File: config.mk
export PLATFORM = sky130hd
export DESIGN_NAME = dot_accum
export DESIGN_NICKNAME = d
export VERILOG_FILES = /design/src/rtl/dot_accum_pkg.sv /design/src/rtl/dot_accum.sv
export SDC_FILE = /design/constraint.sdc
export NUM_CORES = 1
export LEC_CHECK = 0
export ABC_AREA = 1
export BUFFER_PORTS_ARGS = -buffer_cell sky130_fd_sc_hd__buf_2
export CAP_MARGIN = 20
export CORE_ASPECT_RATIO = 1.2
export CORE_UTILIZATION = 40
export CTS_CLUSTER_DIAMETER = 50
export DETAILED_ROUTE_END_ITERATION = 16
export GPL_ROUTABILITY_DRIVEN = 0
export HOLD_SLACK_MARGIN = 0.08
export MAX_ROUTING_LAYER = met4
export PLACE_DENSITY = 0.61
export REMOVE_ABC_BUFFERS = 1
export SYNTH_ARGS = -nofsm -noshare
export SYNTH_HDL_FRONTEND = slang
export SYNTH_SLANG_ARGS = --single-unit
File: constraint.sdc
create_clock -name clk -period 4.4 [get_ports clk]
set_input_delay 1.32 -clock clk [delete_from_list [all_inputs] [get_ports clk]]
set_output_delay 1.32 -clock clk [all_outputs]
set_load 0.005 [all_outputs]
File: src/rtl/dot_accum_pkg.sv
// Shared types and defaults for the dot-product accumulator.
package dot_accum_pkg;

    typedef enum logic {
        ACCUM = 1'b0,
        HOLD  = 1'b1
    } state_e;

    localparam int PROD_W_DEF = 8;

endpackage

File: src/rtl/dot_accum.sv
// Sums N_TERMS unsigned products from an upstream multiplier and holds the
// result until the downstream consumer takes it.
module dot_accum
    import dot_accum_pkg::*;
#(
    parameter int N_TERMS = 4,
    parameter int PROD_W  = PROD_W_DEF,
    parameter int ACC_W   = PROD_W + $clog2(N_TERMS),
    localparam int CNT_W  = $clog2(N_TERMS) + 1
) (
    input  logic             clk,
    input  logic             rst,
    input  logic             clr,
    input  logic             in_valid,
    output logic             in_ready,
    input  logic [PROD_W-1:0] in_prod,
    output logic             out_valid,
    input  logic             out_ready,
    output logic [ACC_W-1:0] out_sum,
    output logic [CNT_W-1:0] term_cnt
);

    localparam logic [CNT_W-1:0] LAST_CNT = CNT_W'(N_TERMS - 1);

    state_e           state_q, state_d;
    logic [ACC_W-1:0] acc_q, acc_d;
    logic [CNT_W-1:0] cnt_q, cnt_d;
    logic             xfer;

    // Handshake flags depend on state only, so out_ready never reaches in_ready.
    assign in_ready  = (state_q == ACCUM);
    assign out_valid = (state_q == HOLD);
    assign out_sum   = acc_q;
    assign term_cnt  = cnt_q;

    assign xfer = in_valid && in_ready && !clr;

    always_comb begin
        state_d = state_q;
        acc_d   = acc_q;
        cnt_d   = cnt_q;
        if (clr) begin
            state_d = ACCUM;
            acc_d   = '0;
            cnt_d   = '0;
        end else begin
            case (state_q)
                ACCUM: begin
                    if (xfer) begin
                        // First term of a group overwrites rather than adds.
                        acc_d = (cnt_q == '0) ? ACC_W'(in_prod)
                                              : acc_q + ACC_W'(in_prod);
                        cnt_d = cnt_q + 1'b1;
                        if (cnt_q == LAST_CNT) state_d = HOLD;
                    end
                end
                HOLD: begin
                    if (out_ready) begin
                        state_d = ACCUM;
                        cnt_d   = '0;
                    end
                end
                default: state_d = ACCUM;
            endcase
        end
    end

    always_ff @(posedge clk) begin
        if (rst) begin
            state_q <= ACCUM;
            acc_q   <= '0;
            cnt_q   <= '0;
        end else begin
            state_q <= state_d;
            acc_q   <= acc_d;
            cnt_q   <= cnt_d;
        end
    end

endmodule

* Word-level counts from Yosys, hierarchy flattened
Index checks and enable logic that the tools add are counted.
Widths: inputs -> output; s select.
** Word-level totals
- Bits of input ports :: 13
- Logic and storage cells :: 24
- Bits in registers :: 14
- Output and inout port bits :: 15
** Cells by class
- Reduce and logical (&&, ||, !) cells :: 7
- $add $sub $neg :: 2
- Multiplexer cells :: 8
- Equality and inequality tests :: 3
- Bitwise gates (word level) :: 1
** Operators by type and width (count)
- $add 10x8->10 :: 1
- $mux 10 :: 1
- $mux 3 :: 2
- $pmux 3 s2 :: 1
- $reduce_and 2->1 :: 2
- $add 3x1->3 const B :: 1
- $eq 3x2->1 const B :: 1
- $logic_not 3->1 :: 1
- $mux 1 :: 3
- $logic_and 1x1->1 :: 2
- $ne 2x1->1 const B :: 1
- $ne 2x2->1 const B :: 1
- $pmux 1 s2 :: 1
- $reduce_or 2->1 :: 1
- $logic_not 1->1 :: 1
- $not 1->1 :: 1

* Logic depth before layout (Yosys ltp)
- Word-level depth :: 5
- Mapped depth :: 11

* Worst setup path after synthesis
OpenSTA, ideal clock, no wires.
- Path kind :: input to register
- Start :: input port in_prod[0]
- End :: register acc_q[8] (netlist: out_sum[8])
- Required time :: 4.285 ns
- Cell stages on the path :: 10
- Path slack :: 1.812 ns
- Data arrival time :: 2.473 ns
- Setup time :: 0.115 ns
- Cells stage by stage :: ha_1 -> fa_1 -> nand2_1 -> nand2_1 -> nand3b_1 -> nand2_1 -> nand2_1 -> nand2_1 -> a21oi_1 -> nor2_1
** Between the ends
- Word-level cells in the longest chain between the ends :: 2
** Ends and longest elaborated chain
- start, declared :: RTL line dot_accum.sv:16 : input logic [PROD_W-1:0] in_prod,
- $add 10x8->10 :: RTL line dot_accum.sv:52 : : acc_q + ACC_W'(in_prod);
- $mux 10 :: RTL line dot_accum.sv:51 : acc_d = (cnt_q == '0) ? ACC_W'(in_prod)
- end signal, assigned :: RTL line dot_accum.sv:71 : acc_q <= '0;
- end signal, assigned :: RTL line dot_accum.sv:75 : acc_q <= acc_d;
- end, declared :: RTL line dot_accum.sv:26 : logic [ACC_W-1:0] acc_q, acc_d;
Every way passes these cells.
A chain may end at the register's enable or synchronous reset.

* Final worst setup path
Ends and elaborated chain as after synthesis.

==> out/metrics.yaml <==
outcome:
  run_status: "complete, no violations"
finish:
  syn2layout_area_growth_pct: 20.0
  layout-drive-gt1-share_pct: 22.5
  final_cell_count_no_fill: 220
  regArea_um2: 280
  nNetsFinal: 213
  fill_cells: 265
  multi_input_area_um2: 699
  final_core_util_pct: 50.4
  num_antenna_cells: 0
cts:
  clk_pin_slew_ns: 0.09
  cts_hold_buf: 0
  ctsResizeCount: 0
  root_buffer: "clkbuf_4"
  clockBufferDepth: 2
  clock_latency_ns: 0.28
  cts_tree: "done"
  cts_setup_buffers: 0
  numCtsBuffers: 3
  clock-sinks: 14
  cts-htree-levels: 1
power_and_ir_drop:
  swShare_pct: 29.2
  ir_worst_vdd_mv: 0.171
  comb_power_share_pct: 22.4
  p_per_area_mw_per_mm2: 230
  power_switching_uw: 85.8
  p_int_uw: 208
  clockPowerShare_pct: 32.0
  p_seq_share_pct: 45.5
  p_leak_nw: 0.653
worst_hold_path:
  hold_path_class: "reg -> reg"
logic_synthesis:
  synth.top_cell.area_share_pct: 26.4
  synth_area_mm2: 0.00106
  syn_inst: 156
  synthTopCellsByCount: "nand2_1, a21oi_1, inv_1, dfxtp_1, ha_1"
  synth.most_common_cell: "nand2_1"
  synthArstFlopShare_pct: 0
  ys_ff_latch: 14
  synth_edf_count: 0
  synth_warnings: 0
  avgSynthCellArea_um2: 6.81
  synthTopCellsByArea: "dfxtp_1, nand2_1, ha_1, a21oi_1, inv_1"
  yosys.area.top_type: "dfxtp_1"
  synthFlopType: "dfxtp_1"
  yosysSeqAreaShare_pct: 26.4
  synth_cell_types: 25
critical_path:
  worstSetupEndpointType: "flop"
  required_ns: 4.58
  path_max_fanout: 3
  arrival_ns: 2.73
  start_kind: "input pin"
  critPathKind: "in -> reg"
timing:
  hold_viol_final: 0
  slew_violations: 0
  setup-tns-final_ns: 0
  setup_ws_ns: 1.84
  relSlewSlack_pct: 74.9
  whs_ns: 0.488
  setup-violations-final: 0
  min_period_over_period_pct: 58.1
  skew_ns: 0.00454
  fin_crit_ns: 2.56
  max_freq_ghz: 0.391
  rsz0062_at_grt: "false"
  worstMarginPinSlew_ns: 0.376
die:
  io_pins: 28
  die_y_um: 58.5
  rows: 20
  coreArea_mm2: 0.00253
  initial_core_util_pct: 42.0
  fp.dieW_um: 49.0
  dieArea_mm2: 0.00287
place:
  placed_cells: 216
  dp_slack_ns: 1.57
  hpwl_um: 1860
  port_buffers: 27
global_route:
  antenna_found_initial: 0
  grt_first_pass_wirelength_um: 4150
  grt_pass1_vias: 981
  overflow: 0
  grt_max_degree: 11
  grt_use_total_pct: 19.3
drt:
  drc: 0
  finalWirelength_um: 2400
  viasPerCell: 4.87
  via_count: 1072
  drt_iter0_drc: 16
  ant_nets: 0
  wire_per_inst_um: 10.9
  dr.pass1.iters: 5
job:
  maxCapViolCount: 0
[layout by cell type, fill, tap and decap left out]
cell type  instances
clkinv_1           1
inv_1             18
a21oi_1           22
nor2_4             1
a21oi_2            1
o21ai_0            6
and2_4             1
nor2_2             1
fa_1               1
o21ai_1            2
o22ai_1            1
clkbuf_8           1
nand2_1           38
o211ai_1           3
nand3_1           10
nor2_1            10
dfxtp_1           14
xor2_1             1
nand2_4            2
buf_2             27
inv_2              3
or2_1              3
ha_1              11
nand3_2            1
xnor2_1            1
nand2_2            1
clkbuf_4           3
nand3b_1           3
[per-layer routing]
layer | global-route usage, % | routed length (um) | up-vias
met5 | - | 0 | -
met4 | 7.56 | 18 | 0
met3 | 3.10 | 77 | 2
met2 | 33.5 | 1190 | 19
met1 | 22.3 | 1120 | 475
li1 | - | - | 576
[metrics by stage]
| stage | instance area, um2 | total power [mW] |
|---|---|---|
| after detailed placement | 1240 | 0.202 |
| after global placement | 1240 | 0.202 |
| final | 1270 | 0.293 |
| after floorplan | 1060 | 0.182 |
| after CTS | 1270 | 0.299 |
| after global routing | 1270 | 0.312 |
[layout make-up]
type / count / share of cell area [%]
repair buffers: 27 / 10.6
well taps: 33 / 3.24
inverters: 22 / 6.48
flip-flops and latches: 14 / 22.0
clock buffers: 4 / 2.85
multi-input cells: 120 / 54.9
[sequential cells by signal, indices dropped and copies added (netlist names)]
register,count
out_sum,10
term_cnt,3
out_valid,1
[cells by family after synthesis]
| kind of cell | count (synthesis) | synth area share (%) |
|---|---|---|
| buffers and inverters | 22 | 7.77 |
| flip-flops | 14 | 26.4 |
| AO/OA/AOI/OAI | 35 | 17.7 |
| AND/OR/NAND/NOR | 71 | 31.7 |
| XOR/XNOR | 2 | 1.65 |
| adder cells (fa/ha/maj) | 12 | 14.8 |
[power groups by stage]
stage | clock network, mW | logic [mW] | registers (mW)
global route | 0.103 | 0.0751 | 0.134
detailed placement | 0 | 0.0658 | 0.137
CTS | 0.0995 | 0.0661 | 0.134
global placement | 0 | 0.0653 | 0.136
floorplan | 0 | 0.0453 | 0.137
finish | 0.0940 | 0.0658 | 0.133
[worst paths after layout]
path                              to  depth (start not counted)                     from  slack (ns)
max reg2reg  out_sum[8]$_SDFFE_PP0P_                         10  out_sum[0]$_SDFFE_PP0P_        2.67
min reg2reg  out_sum[7]$_SDFFE_PP0P_                          2  out_sum[7]$_SDFFE_PP0P_        0.49
max          out_sum[8]$_SDFFE_PP0P_                         11               in_prod[0]        1.84
min          out_sum[7]$_SDFFE_PP0P_                          2  out_sum[7]$_SDFFE_PP0P_        0.49
[worst max-delay path, stage by stage]
cell and delay (ns):
buf_2 0.11, ha_1 0.23, fa_1 0.42, nand2_1 0.09, nand2_1 0.07, nand3b_1 0.10
nand2_1 0.08, nand2_1 0.06, nand2_1 0.06, a21oi_1 0.13, nor2_1 0.06
Note: power is estimated with default switching activity, not from simulation.
